## config.mk

```make
export PLATFORM = sky130hd
export DESIGN_NAME = mem_access_unit
export DESIGN_NICKNAME = d
export VERILOG_FILES = /design/src/rtl/mem_access_unit_pkg.sv /design/src/rtl/mem_access_unit_branch_resolve.sv /design/src/rtl/mem_access_unit.sv
export SDC_FILE = /design/constraint.sdc
export NUM_CORES = 1
export LEC_CHECK = 0
export ABC_CLOCK_PERIOD_IN_PS = 2300
export BUFFER_PORTS_ARGS = -buffer_cell sky130_fd_sc_hd__buf_2
export CAP_MARGIN = 20
export CORE_AREA = 2 2 234 236
export DETAILED_ROUTE_END_ITERATION = 6
export DIE_AREA = 0 0 236 238
export HOLD_SLACK_MARGIN = 0.12
export MAX_ROUTING_LAYER = met4
export PLACE_DENSITY_LB_ADDON = 0.3
export SETUP_SLACK_MARGIN = 0.3
export SLEW_MARGIN = 10
export SYNTH_ARGS = -nofsm -noshare
export SYNTH_HDL_FRONTEND = slang
export SYNTH_SLANG_ARGS = --single-unit
export TNS_END_PERCENT = 100
```

## constraint.sdc

```tcl
create_clock -name clock -period 2.3 [get_ports clock]
set_input_delay 0 -clock clock [delete_from_list [all_inputs] [get_ports clock]]
set_output_delay 0 -clock clock [all_outputs]
set_load 0.01 [all_outputs]
```

## src/rtl/mem_access_unit_pkg.sv

```systemverilog
// rtl/mem_access_unit_pkg.sv - shared types and constants for the MEM-stage access unit
package mem_access_unit_pkg;

  localparam int DATA_W_DEF      = 64;
  localparam int REG_W_DEF       = 5;
  localparam int TIMEOUT_CYC_DEF = 16;

  // Doubleword accesses must have the low three address bits clear.
  localparam logic [2:0] ALIGN_MASK = 3'b111;

  typedef enum logic [1:0] {
    ST_IDLE = 2'd0,
    ST_BUSY = 2'd1,
    ST_DONE = 2'd2
  } mau_state_e;

  function automatic logic is_aligned(input logic [2:0] low_bits);
    return (low_bits & ALIGN_MASK) == 3'b000;
  endfunction

endpackage

```

## src/rtl/mem_access_unit_branch_resolve.sv

```systemverilog
// rtl/mem_access_unit_branch_resolve.sv - combinational branch decision and redirect target
module branch_resolve #(
  parameter int DATA_W = 64
) (
  input  logic              branch,
  input  logic              uncond_branch,
  input  logic              branch_reg,
  input  logic              not_zero,
  input  logic              zero,
  input  logic              stall,
  input  logic [DATA_W-1:0] reg_target,
  input  logic [DATA_W-1:0] branch_target,
  output logic              take,
  output logic              flush,
  output logic [DATA_W-1:0] pc_target
);

  // A redirect is only honoured once the instruction is no longer held by a stall.
  always_comb begin
    take      = uncond_branch | branch_reg | (branch & zero) | (not_zero & ~zero);
    flush     = take & ~stall;
    pc_target = branch_reg ? reg_target : branch_target;
  end

endmodule

```

## src/rtl/mem_access_unit.sv

```systemverilog
// rtl/mem_access_unit.sv - MEM stage: data-memory req/ack sequencing, stall and branch resolution
module mem_access_unit
  import mem_access_unit_pkg::*;
#(
  parameter int DATA_W      = DATA_W_DEF,
  parameter int REG_W       = REG_W_DEF,
  parameter int TIMEOUT_CYC = TIMEOUT_CYC_DEF
) (
  input  logic              clock,
  input  logic              reset,
  input  logic              mem_read,
  input  logic              mem_write,
  input  logic              mem_to_reg,
  input  logic              branch,
  input  logic              uncond_branch,
  input  logic              branch_reg,
  input  logic              not_zero,
  input  logic              zero,
  input  logic [DATA_W-1:0] alu_result,
  input  logic [DATA_W-1:0] store_data,
  input  logic [DATA_W-1:0] reg_target,
  input  logic [DATA_W-1:0] branch_target,
  input  logic [REG_W-1:0]  write_register,
  output logic              dmem_req,
  output logic              dmem_we,
  output logic [DATA_W-1:0] dmem_addr,
  output logic [DATA_W-1:0] dmem_wdata,
  input  logic              dmem_ack,
  input  logic [DATA_W-1:0] dmem_rdata,
  output logic              stall,
  output logic              pc_src,
  output logic [DATA_W-1:0] pc_target,
  output logic              flush,
  output logic [DATA_W-1:0] wb_data,
  output logic [REG_W-1:0]  wb_register,
  output logic              wb_mem_to_reg,
  output logic              mem_fault
);

  localparam int CNT_W = $clog2(TIMEOUT_CYC + 1);
  localparam logic [CNT_W-1:0] CNT_LAST = CNT_W'(TIMEOUT_CYC - 1);

  mau_state_e        state_q, state_d;
  logic [CNT_W-1:0]  cnt_q, cnt_d;
  logic [DATA_W-1:0] load_buf_q, load_buf_d;
  logic              req_q, req_d;
  logic              we_q, we_d;
  logic [DATA_W-1:0] addr_q, addr_d;
  logic [DATA_W-1:0] wdata_q, wdata_d;
  logic              fault_q, fault_d;

  logic              access;
  logic              legal;
  logic              take;

  // Classify the instruction sitting in EX/MEM.
  always_comb begin
    access = mem_read | mem_write;
    legal  = access & is_aligned(alu_result[2:0]) & ~(mem_read & mem_write);
  end

  // Transaction sequencing: next state, memory-port registers, stall and write-back data.
  always_comb begin
    state_d    = state_q;
    cnt_d      = cnt_q;
    load_buf_d = load_buf_q;
    req_d      = req_q;
    we_d       = we_q;
    addr_d     = addr_q;
    wdata_d    = wdata_q;
    fault_d    = 1'b0;
    stall      = 1'b0;
    wb_data    = alu_result;

    unique case (state_q)
      ST_IDLE: begin
        // A stray ack here (e.g. left over from before a reset) is deliberately ignored.
        if (legal) begin
          stall   = 1'b1;
          req_d   = 1'b1;
          we_d    = mem_write;
          addr_d  = alu_result;
          wdata_d = store_data;
          cnt_d   = '0;
          state_d = ST_BUSY;
        end else if (access) begin
          fault_d = 1'b1;
          wb_data = '0;
        end
      end
      ST_BUSY: begin
        stall = 1'b1;
        cnt_d = cnt_q + CNT_W'(1);
        if (dmem_ack) begin
          // An ack arriving on the last allowed cycle still completes normally.
          load_buf_d = dmem_rdata;
          req_d      = 1'b0;
          state_d    = ST_DONE;
        end else if (cnt_q == CNT_LAST) begin
          load_buf_d = '0;
          fault_d    = 1'b1;
          req_d      = 1'b0;
          state_d    = ST_DONE;
        end
      end
      ST_DONE: begin
        // EX/MEM advances at this edge, so always leave DONE to avoid reissuing.
        wb_data = mem_read ? load_buf_q : alu_result;
        state_d = ST_IDLE;
      end
      default: begin
        state_d = ST_IDLE;
      end
    endcase
  end

  // State and memory-port registers; reset aborts any transaction without a fault.
  always_ff @(posedge clock) begin
    if (reset) begin
      state_q    <= ST_IDLE;
      cnt_q      <= '0;
      load_buf_q <= '0;
      req_q      <= 1'b0;
      we_q       <= 1'b0;
      addr_q     <= '0;
      wdata_q    <= '0;
      fault_q    <= 1'b0;
    end else begin
      state_q    <= state_d;
      cnt_q      <= cnt_d;
      load_buf_q <= load_buf_d;
      req_q      <= req_d;
      we_q       <= we_d;
      addr_q     <= addr_d;
      wdata_q    <= wdata_d;
      fault_q    <= fault_d;
    end
  end

  // Drive the registered memory port and MEM/WB passthroughs.
  always_comb begin
    dmem_req      = req_q;
    dmem_we       = we_q;
    dmem_addr     = addr_q;
    dmem_wdata    = wdata_q;
    mem_fault     = fault_q;
    wb_register   = write_register;
    wb_mem_to_reg = mem_to_reg;
    pc_src        = flush;
  end

  branch_resolve #(
    .DATA_W(DATA_W)
  ) u_branch_resolve (
    .branch        (branch),
    .uncond_branch (uncond_branch),
    .branch_reg    (branch_reg),
    .not_zero      (not_zero),
    .zero          (zero),
    .stall         (stall),
    .reg_target    (reg_target),
    .branch_target (branch_target),
    .take          (take),
    .flush         (flush),
    .pc_target     (pc_target)
  );

endmodule
```

=== Yosys cells after proc, flatten, opt, wreduce, memory -nomap -nowiden ===
Cells that the tools add are included.

* Bits in registers: 202
* Bits of input ports: 336
* Output and inout port bits: 268
* Word-level logic and storage cells: 60

* Add/subtract/negate cells: 1
* Eq/ne operators: 5
* Multiplexer cells: 24
* Bitwise operators: 13
* Reductions and logical operators: 9

{| class="wikitable"
|+ Operators by type and width
! operator !! count
|-
| two-way mux 64 bit || 6
|-
| one-hot mux 64 bit (2 select lines) || 1
|-
| one-hot mux 5 bit (2 select lines) || 1
|-
| two-way mux 1 bit || 8
|-
| AND reduction 2 bit || 4
|-
| bitwise AND 1 bit || 6
|-
| two-way mux 2 bit || 3
|-
| one-hot mux 1 bit (2 select lines) || 3
|-
| adder 5 x 1 -> 5 bit (second input constant) || 1
|-
| == test 5 x 4 -> 1 bit (second input constant) || 1
|-
| two-way mux 5 bit || 1
|-
| OR 1 bit || 4
|-
| one-hot mux 2 bit (2 select lines) || 1
|-
| nonzero test 2 bit || 2
|-
| logical NOT 3 bit || 1
|-
| inequality test 3 bit (second input constant) || 1
|-
| NOT 1 bit || 3
|-
| AND reduction 3 bit || 1
|-
| == test 2 x 1 -> 1 bit (second input constant) || 1
|-
| == test 2 bit (second input constant) || 1
|-
| logical NOT 2 bit || 1
|-
| inequality test 2 bit (second input constant) || 1
|}

=== Longest topological paths before layout ===
Gate-level depths: netlist (run 1).

* Word-level depth: 7
* Gate-level depth with buffers: 8
* Gate-level depth less buffers: 6

=== Cells and area by module ===
A second synthesis (run 1) with hierarchy kept.

* Cells, all modules: 992
* Area total of the unflattened synthesis: 8695.8 µm²

{| class="wikitable"
|+ By module, submodules not included
! module !! instances !! cells an instance !! area an instance (µm²) !! seq. area each (µm²)
|-
| mem_access_unit || 1 || 917 || 7696.1 || 4043.9
|-
| branch_resolve || 1 || 75 || 999.7 || 0.0
|}

=== Worst setup path before layout (run 1) ===
No wires, ideal clock.

* Path kind: reg2reg
* Start: reg cnt_q[0]
* End: reg load_buf_q[0]
* Library setup time: 0.065 ns
* Arrival time: 1.856 ns
* Required time: 2.235 ns
* Path slack: 0.378 ns
* Cell stages (with the launch flop): 9
* Path buffers: 2
* Period minus slack after synthesis: 1.922 ns
* Cells stage by stage: dfxtp_1 -> ha_1 -> and3_1 -> ha_1 -> o21ai_0 -> clkbuf_1 -> buf_1 -> a22oi_1 -> nor2_1

* Longest elaborated chain between the ends: 3

{| class="wikitable"
|+ Ends and longest elaborated chain
! element !! RTL line !! text
|-
| from (decl) || mem_access_unit.sv:44 || <nowiki>logic [CNT_W-1:0] cnt_q, cnt_d;</nowiki>
|-
| from (signal assigned) || mem_access_unit.sv:130 || <nowiki>cnt_q <= cnt_d;</nowiki>
|-
| == test 5 x 4 -> 1 bit || mem_access_unit.sv:99 || <nowiki>end else if (cnt_q == CNT_LAST) begin</nowiki>
|-
| nonzero test 2 bit (no line) || n/a ||
|-
| AND reduction 2 bit (no line) || n/a ||
|-
| to (signal assigned) || mem_access_unit.sv:131 || <nowiki>load_buf_q <= load_buf_d;</nowiki>
|-
| to (decl) || mem_access_unit.sv:45 || <nowiki>logic [DATA_W-1:0] load_buf_q, load_buf_d;</nowiki>
|}

Every way passes these cells.
A chain may end at the register's enable or synchronous reset.

=== Worst setup path in the final report (run 1) ===
* Start: reg state_q[1]
* End: out wb_data[39]

* Longest elaborated chain between the ends: 2
* Elaborated cells between the ends (all ways): 3
* Those cells by class: eq/ne (1); mux (1); reduce/logical (1)

{| class="wikitable"
|+ Ends and longest elaborated chain
! element !! RTL line !! text
|-
| from (decl) || mem_access_unit.sv:43 || <nowiki>mau_state_e state_q, state_d;</nowiki>
|-
| from (signal assigned) || mem_access_unit.sv:129 || <nowiki>state_q <= state_d;</nowiki>
|-
| == test 2 bit or logical NOT 2 bit (tied branches) || mem_access_unit.sv:75 || <nowiki>unique case (state_q)</nowiki>
|-
| one-hot mux 64 bit (2 select lines) * || mem_access_unit.sv:75 ||
|-
| to (decl) || mem_access_unit.sv:34 || <nowiki>output logic [DATA_W-1:0] wb_data,</nowiki>
|}

Mark *: on every way between the ends. The rest lies on a longest branch, timed or not.

==> metrics, run 1 <==
status finished, final reports clean; post-synthesis compound-gate area fraction 20.47%; DIE AREA 56170 um^2; cell taking the most area after synthesis dfxtp_1; mapped cell area 8484 um^2; Pleak 6.985 nW; worst hold path class input port to register; CTS Buffer Depth 3; Ports 604; post-synthesis mux area share 8.996%; Die W 236 um; post-synth top area share between 40% and 50%; Final #Nets 2103; Final Core Density 29.04%; Adder-Cell Fraction of Synth Area less than 1%; PwrDens 602.5 nW/um^2; starting density of the core 15.86%; Yosys reg bits just over 200; Synth warnings 0; Comb pwr share between 10% and 20%; Simple-Gate Fraction of Synth Area between 10% and 20%; CTS tree done; Syn Nets about 1300; Cell Rows between 80 and 90; Final setup viols 0; DRT Pass-1 Iters 5; largest family of logic cells by synthesized area compound AO/OA/AOI/OAI gates; maxcap violations 0; clk_lat worst skew 540 ps; clock net sink count 202; ranking of synthesized cells by area dfxtp_1 48%, nand2_1 11%, mux2_2 8.8%; total number of vias 10481; clk root buf clkbuf_16; clock buffer count from CTS 25; Final Hold Vio Count 0; crit share post-route between 90% and 100%; DRC Markers 0; xor/xnor share of the synthesized area 0.1032%; Switch Pwr between 2 and 2.5 mW; WP data required 2300 ps; Iteration-0 DRC Markers about 470; core footprint approximately 53000 um^2; critical path type register to output pin; GRT Util Overall between 10% and 20%; area delta synth->final 83.08%; EDFF count, synth 0; Final Max Slew Viols 0; count leader, synth nand2_1; gr ovfl total 0; Primary FF master, synth dfxtp_1; maximum vdd drop 466.3 uV; Tmin final 2145 ps; layout cells sized above 1 43.04%; Setup TNS 0 ps; GPL Wtd Cong ~1.0; WL final 45490 um; # fillers 5693; vias in the first global route roughly 10000; Achievable Freq 466.1 MHz; Post-Syn Instances 991; crit start category register; skew final 20.48 ps; routed vias/inst 4.214; Clk pwr share 44.3%; internal power approximately 6.9 mW; first-pass GRT wire length 62440 um; sequential-to-total area share from yosys stat 47.66%; die height 238 um; Clock transition at path regs roughly 60 ps; largest fanout on the critical path 8; WL per Instance 18.29 um; Rel. slew slack between 40 and 50%; RSZ-0062 raised after global routing true; largest net degree at the start of global routing 84; DP HPWL 31560 um; PortBufs 591; top post-synthesis cells by count 256 x nand2_1, 202 x dfxtp_1, 130 x a21oi_1; count of different cell masters after synthesis 36; Reg power frac 38.5%; initial antenna violation count 18; WP data arrival 2150 ps; worst-margin pin slew 785.3 ps; Post-Syn Area per Cell 8.561 um^2; Switching Share between 20% and 30%; asr flop ratio synth 0%; Max H-tree Level 1; minimum setup slack among reg-to-reg paths 430 ps; CP Capture Type output pin; ANT nets after route 0
==> stage by stage <==
stage | cells | cell area [um^2] | total power, mW | hold slack [ps] | worst slack [ps]
2_1_floorplan | 991 | 8484 | 4.233 | 91.77 | 378.5
3_3_place_gp | 2202 | 12110 | 4.885 | 0.06862 | 285.0
3_5_place_dp | 2202 | 12110 | 4.900 | 0.06862 | 242.2
4_1_cts | 2466 | 15220 | 9.456 | 132.1 | 117.1
5_1_grt | 2487 | 15530 | 9.764 | 173.4 | 72.89
6_report | 2487 | 15530 | 9.360 | 153.3 | 154.6
==> area by class of cell <==
class / count / area [um^2] / share of cell area (%)
repair buffers: 843 / 5712 / 36.77
multi-input cells: 691 / 4014 / 25.84
flip-flops and latches: 202 / 4053 / 26.09
diodes: 9 / 22.52 / 0.1450
clock buffers: 30 / 664.4 / 4.277
clock inverters: 14 / 190.2 / 1.224
well taps: 696 / 870.8 / 5.606
inverters: 2 / 7.507 / 0.04833
==> cells in the final DEF, fill, tap and decap left out, drive strengths merged, types with 6 or more instances in the layout <==
| cell type | Yosys | layout |
|---|---|---|
| a21oi | 130 | 130 |
| a22o | 63 | 63 |
| a22oi | 64 | 64 |
| buf | 43 | 637 |
| clkbuf | 54 | 35 |
| clkinv | 0 | 6 |
| dfxtp | 202 | 202 |
| diode | 0 | 9 |
| dlygate4sd3 | 0 | 201 |
| mux2 | 66 | 66 |
| nand2 | 256 | 256 |
| nor2 | 75 | 75 |
==> final timing paths <==
kind | start | endpoint | depth (start not counted)
max | state_q[1] | wb_data[39] | 8
min | mem_write | mem_fault | 4
max reg2reg | state_q[0] | dmem_wdata[29] | 6
min reg2reg | dmem_addr[49] | dmem_addr[49] | 2
==> power by group through the flow <==
stage / clock, mW / combinational, mW / sequential [mW]
3_3_place_gp: 0 / 1.20 / 3.68
5_1_grt: 4.44 / 1.72 / 3.61
3_5_place_dp: 0 / 1.22 / 3.68
4_1_cts: 4.28 / 1.57 / 3.60
2_1_floorplan: 0 / 0.530 / 3.70
6_report: 4.14 / 1.61 / 3.60
==> layer usage <==
layer  vias to the layer above  GRT usage (%)  routed length [um]
met5                         -              -                   0
met4                         0          3.609                1191
met3                        56          4.419                3443
met2                       486          23.35               20560
met1                      4970          18.48               20300
li1                       4969              -                   -
==> sequential cells by signal (all words and copies together), names as in the netlist <==
register and count:
state_q 2, mem_fault 1, dmem_wdata 64, dmem_addr 64, dmem_we 1, cnt_q 5
dmem_req 1, load_buf_q 64
==> repair_timing <==
action | 4_1_cts | 5_1_grt
setup buffers | 16 | 4
hold buffers | 201 | 0
endpoints found under the hold margin | 204 | 0
endpoints found under the setup margin | 66 | 147
resized for setup | 12 | 21
pin swaps | 2 | 25
cloned | 3 | 8
==> critical path: stages (launching register included) <==
cell and delay (ps):
dfxtp_4 360, nor2b_2 140, o21bai_2 100, nand2b_4 230, buf_6 160, buf_12 120, clkbuf_16 160, a22o_1 190
buf_2 130
==> logic make-up after synthesis <==
logic type / Yosys count
adder cells (fa/ha/maj): 3
AO/OA/AOI/OAI: 265
XOR/XNOR: 1
flip-flops: 202
AND/OR/NAND/NOR: 353
multiplexers: 68
buffers and inverters: 99
Note: power is estimated with default switching activity, not from simulation.
==> inputs of run 2 (changes only) <==
- ABC_CLOCK_PERIOD_IN_PS: 2300 -> 2000
- clock period: 2.3 -> 2 ns (I/O delays scaled with it)
==> run 2 against run 1 <==
Compared with the run above:
- the flow now finishes with violations (setup timing)
- clock-buffer cell count is 3 higher
- clock skew is 13 ps lower
- total power is 21% higher
- final cell count is 3.6% higher
- combinational power is 49% higher
- non-clock buffer count is 89 higher
==> metrics, run 2 (synthesis gave the netlist of run 1 again) <==
Max H-tree Level 1; GPL Wtd Cong 1.158; CTS Buffer Depth 3; commonest non-fill, non-tap cells in the layout 571 x buf_2, 199 x dlygate4sd3_1, 198 x dfxtp_1, 127 x nand2_4, 125 x a21oi_2; WP data required around 2000 ps; Ports 604; initial antenna violation count 13; commonest non-fill, non-tap cell in the layout buf_2; clk root buf clkbuf_16; core footprint 53500 um^2; Achievable Freq approximately 470 MHz; violated checks setup timing; die height 238 um; clock net sink count around 200; Cell Rows 85; Hold WS 165.4 ps; DP HPWL about 33000 um; first-pass GRT wire length between 60000 and 70000 um; Pleak 8.231 nW; Final setup viols 58; Clock transition at path regs 60 ps; met3 GRT Util 6.004%; vias in the first global route 10867; area delta synth->final 125.2%; Tmin final ~2100 ps; Die W 236 um; RSZ-0062 raised after global routing true; CP Capture Type output pin; maxcap violations 0; GRT Max-Usage Layer met2; Final Non-Filler Cells between 2000 and 3000; Worst Slack Setup Final -116.0 ps; Rel. slew slack a little under three fifths; starting density of the core 15.86%; DRC Markers 0; skew final 7.695 ps; worst hold path class input port to register; GRT Util Overall 16.82%; met1 usage 20.89%; worst-margin pin slew 640.0 ps; clk_lat worst skew between 500 and 600 ps; Pwr Total 11.29 mW; crit share post-route 105.8%; WL final 57100 um; WL per Instance 22.16 um; largest fanout on the critical path 7; largest net degree at the start of global routing between 60 and 70; total number of vias about 11000; WP data arrival 2120 ps; Final Max Slew Viols 0; DRT Pass-1 Iters 5; DIE AREA 56170 um^2; layout cells sized above 1 around 63%; grt met2 use roughly 26%; PwrDens 590.9 nW/um^2; status finished with violations; crit start category register; Iteration-0 DRC Markers 547; Final #Nets 2191; Final Hold Vio Count 0; maximum vdd drop slightly above 500 uV; CTS tree done; clock buffer count from CTS 25; placed insts 2219; critical path type register to output pin; routed vias/inst 4.407; ANT nets after route 0; gr ovfl total 0; PortBufs a little under 600
## run 2: changes by cell type in the layout (fill, tap and decap cells not counted), moves of 16 or more
cell and delta:
a21oi_1 -125, a21oi_2 +125, a22oi_1 -55, a22oi_2 +55
buf_16 +17, buf_2 -18, buf_4 +16, buf_6 +32
clkbuf_16 +22, nand2_1 -137, nand2_4 +127
## run 2: worst max-delay path, stage by stage, from the launching register on
cell       delay [ps]
dfxtp_4           360
or3_4             400
nand2b_4          120
buf_12            150
buf_12            120
clkbuf_16         140
a22o_1            140
buf_2             130
## run 2: worst paths after layout
| kind | start | cells after the start | slack, ps | to |
|---|---|---|---|---|
| setup / recovery | state_q[1] | 7 | -120 | wb_data[62] |
| hold / removal | mem_write | 5 | 170 | state_q[0] |
| setup reg to reg | state_q[0] | 8 | 100 | dmem_wdata[50] |
| hold reg to reg | dmem_wdata[34] | 2 | 460 | dmem_wdata[34] |
## run 2: metrics by stage
step | setup WS (ps) | instance area (um^2) | utilization, % | setup TNS [ps]
detailed placement | 147.8 | 12330 | 23.05 | 0
global route | -176.2 | 19100 | 35.70 | -8691
global placement | 220.9 | 12330 | 23.05 | 0
finish | -116.0 | 19100 | 35.71 | -4419
CTS | -110.7 | 16410 | 30.68 | -4193
floorplan | 359.0 | 8493 | - | 0
## run 2: cell type report
cell class / instances / area, um^2
well taps: 696 / 870.8
inverters: 2 / 7.507
clock buffers: 33 / 725.7
repair buffers: 932 / 7493
multi-input cells: 690 / 5812
clock inverters: 12 / 117.6
diodes: 9 / 22.52
flip-flops and latches: 202 / 4054
fillers: 5320 / 34390
## run 2: where the power goes
part	internal, mW	switching, mW
clock	2.80	1.90
sequential	4.10	0.0786
combinational	1.28	1.12
total	8.19	3.10
## run 2: what timing repair did
item | in CTS | in global routing
setup buffers | 32 | 22
endpoints found under the hold margin | 208 | 0
gates resized for setup | 138 | 433
hold buffers | 200 | 0
cloned | 15 | 34
pin swaps | 19 | 269
endpoints found under the setup margin | 240 | 259
## run 2: metal layers
| metal | vias up | wire length, um |
|---|---|---|
| met5 | - | 0 |
| met4 | 0 | 2063 |
| met3 | 128 | 4842 |
| met2 | 553 | 25430 |
| met1 | 5489 | 24760 |
| li1 | 5183 | - |
==> inputs of run 3 (changes only) <==
- BUFFER_PORTS_ARGS: -buffer_cell sky130_fd_sc_hd__buf_2 -> -buffer_cell sky130_fd_sc_hd__buf_4
==> run 3 against run 2 <==
Compared with the run above:
- clock power fell by 6.0%
- clock skew rose by 12 ps
- register-to-register slack improved by 100 ps
- fmax rose by 1.8%
- sequential power barely moved
- final cell count fell by 0.85%
- utilization rose by 0.25 points
- via count fell by 2.6%
- design area rose by 0.71%
- the flow still finishes with violations (setup timing)
- global-route usage rose by 0.73 points
- highest routed layer unchanged
- first-iteration DRC count fell by 11%
==> metrics, run 3 (synthesis gave the netlist of run 1 again) <==
status finished with violations; violated checks setup timing; gr ovfl total 0; ANT nets after route 0; largest net degree at the start of global routing 61; DIE AREA 56170 um^2; Final Max Slew Viols 0; largest fanout on the critical path 12; Die W about 240 um; Ports between 600 and 700; starting density of the core 15.86%; crit share post-route 104.0%; Rel. slew slack 57.59%; WL final 54670 um; total number of vias 11058; Pleak about 8.2 nW; Final Non-Filler Cells approximately 2600; CTS Buffer Depth 3; WL per Instance 21.41 um; commonest non-fill, non-tap cell in the layout buf_4; # fillers 5285; RSZ-0062 raised after global routing true; die height 238 um; Final Hold Vio Count 0; layout cells sized above 1 54.22%; Iteration-0 DRC Markers about 490; critical path type register to output pin; clk_lat worst skew 550 ps; Worst Slack Setup Final -79.34 ps; WP data arrival between 2000 and 2500 ps; routed vias/inst 4.330; PortBufs ~590; maxcap violations 0; DRT Pass-1 Iters 5; area delta synth->final 126.8%; Cell Rows 85; DRC Markers 0; clk root buf clkbuf_16; worst hold path class input port to register; Clock transition at path regs approximately 60 ps; commonest non-fill, non-tap cells in the layout 601 x buf_4, 200 x dlygate4sd3_1, 198 x dfxtp_1, 175 x nand2_1, 110 x a21oi_1; core footprint 53500 um^2; Setup TNS -3153 ps; crit start category register; CP Capture Type output pin; maximum vdd drop 533.2 uV; CTS tree done; Final setup viols 62; PwrDens ~580 nW/um^2; skew final 19.42 ps; GRT Util Overall about 18%; Max H-tree Level 1; placed insts around 2200; WP data required 2000 ps; Final #Nets between 2000 and 2500; initial antenna violation count 6; Achievable Freq about 480 MHz; first-pass GRT wire length 71930 um; clock net sink count 202; DP HPWL 33420 um; Pwr Total 11.11 mW; worst-margin pin slew 636.1 ps; vias in the first global route 11096; GPL Wtd Cong 1.036; clock buffer count from CTS 24; Tmin final 2079 ps
run 3: power by group:
group / total (mW) / switching, mW / internal (mW)
combinational: 2.53 / 1.04 / 1.49
sequential: 4.17 / 0.0649 / 4.10
clock: 4.42 / 1.84 / 2.58
run 3: timing repair:
action | 4_1_cts | 5_1_grt
cloned | 19 | 17
endpoints found under the hold margin | 208 | 0
hold buffers | 201 | 0
setup buffers | 31 | 17
resized for setup | 199 | 131
pin swaps | 92 | 92
setup endpoints to repair | 203 | 254
run 3: final timing paths:
| kind | startpoint | end | slack (ps) | cells after the start |
|---|---|---|---|---|
| hold / removal | dmem_rdata[38] | load_buf_q[38] | 250 | 4 |
| hold reg to reg | dmem_wdata[46] | dmem_wdata[46] | 460 | 2 |
| setup reg to reg | state_q[1] | dmem_addr[59] | 200 | 7 |
| setup / recovery | state_q[1] | wb_data[61] | -80 | 6 |
run 3: per-stage QoR:
step / util [%] / instance area, um^2 / hold WS, ps / setup WS [ps]
global route: 35.95 / 19230 / 241.1 / -136.6
CTS: 33.85 / 18110 / 162.2 / -100.1
global placement: 25.77 / 13780 / 0.06862 / 203.3
finish: 35.97 / 19240 / 248.6 / -79.34
floorplan: - / 8493 / 91.77 / 359.0
detailed placement: 25.77 / 13780 / 0.06862 / 195.4
run 3: area by class of cell:
class	count	area [um^2]	area share, %
Antenna cell	8	20.02	0.1041
Clock buffer	37	750.7	3.902
Clock inverter	6	40.04	0.2081
Inverter	2	7.507	0.03902
Multi-Input combinational cell	690	4908	25.51
Sequential cell	202	4054	21.07
Tap cell	696	870.8	4.526
Timing Repair Buffer	913	8588	44.64
run 3: per-layer routing:
layer	wire (um)	part of all wire (%)	global-route usage (%)
met1	24260	44	22.94
met4	1979	3.6	5.462
met5	0	0	-
met2	24810	45	26.66
met3	3619	6.6	4.223
run 3: critical path, cell delays in order (launching register included):
cell and delay, ps:
dfxtp_4 360, buf_4 140, and3b_2 250, buf_12 170
clkbuf_16 200, a22o_1 230, buf_4 150
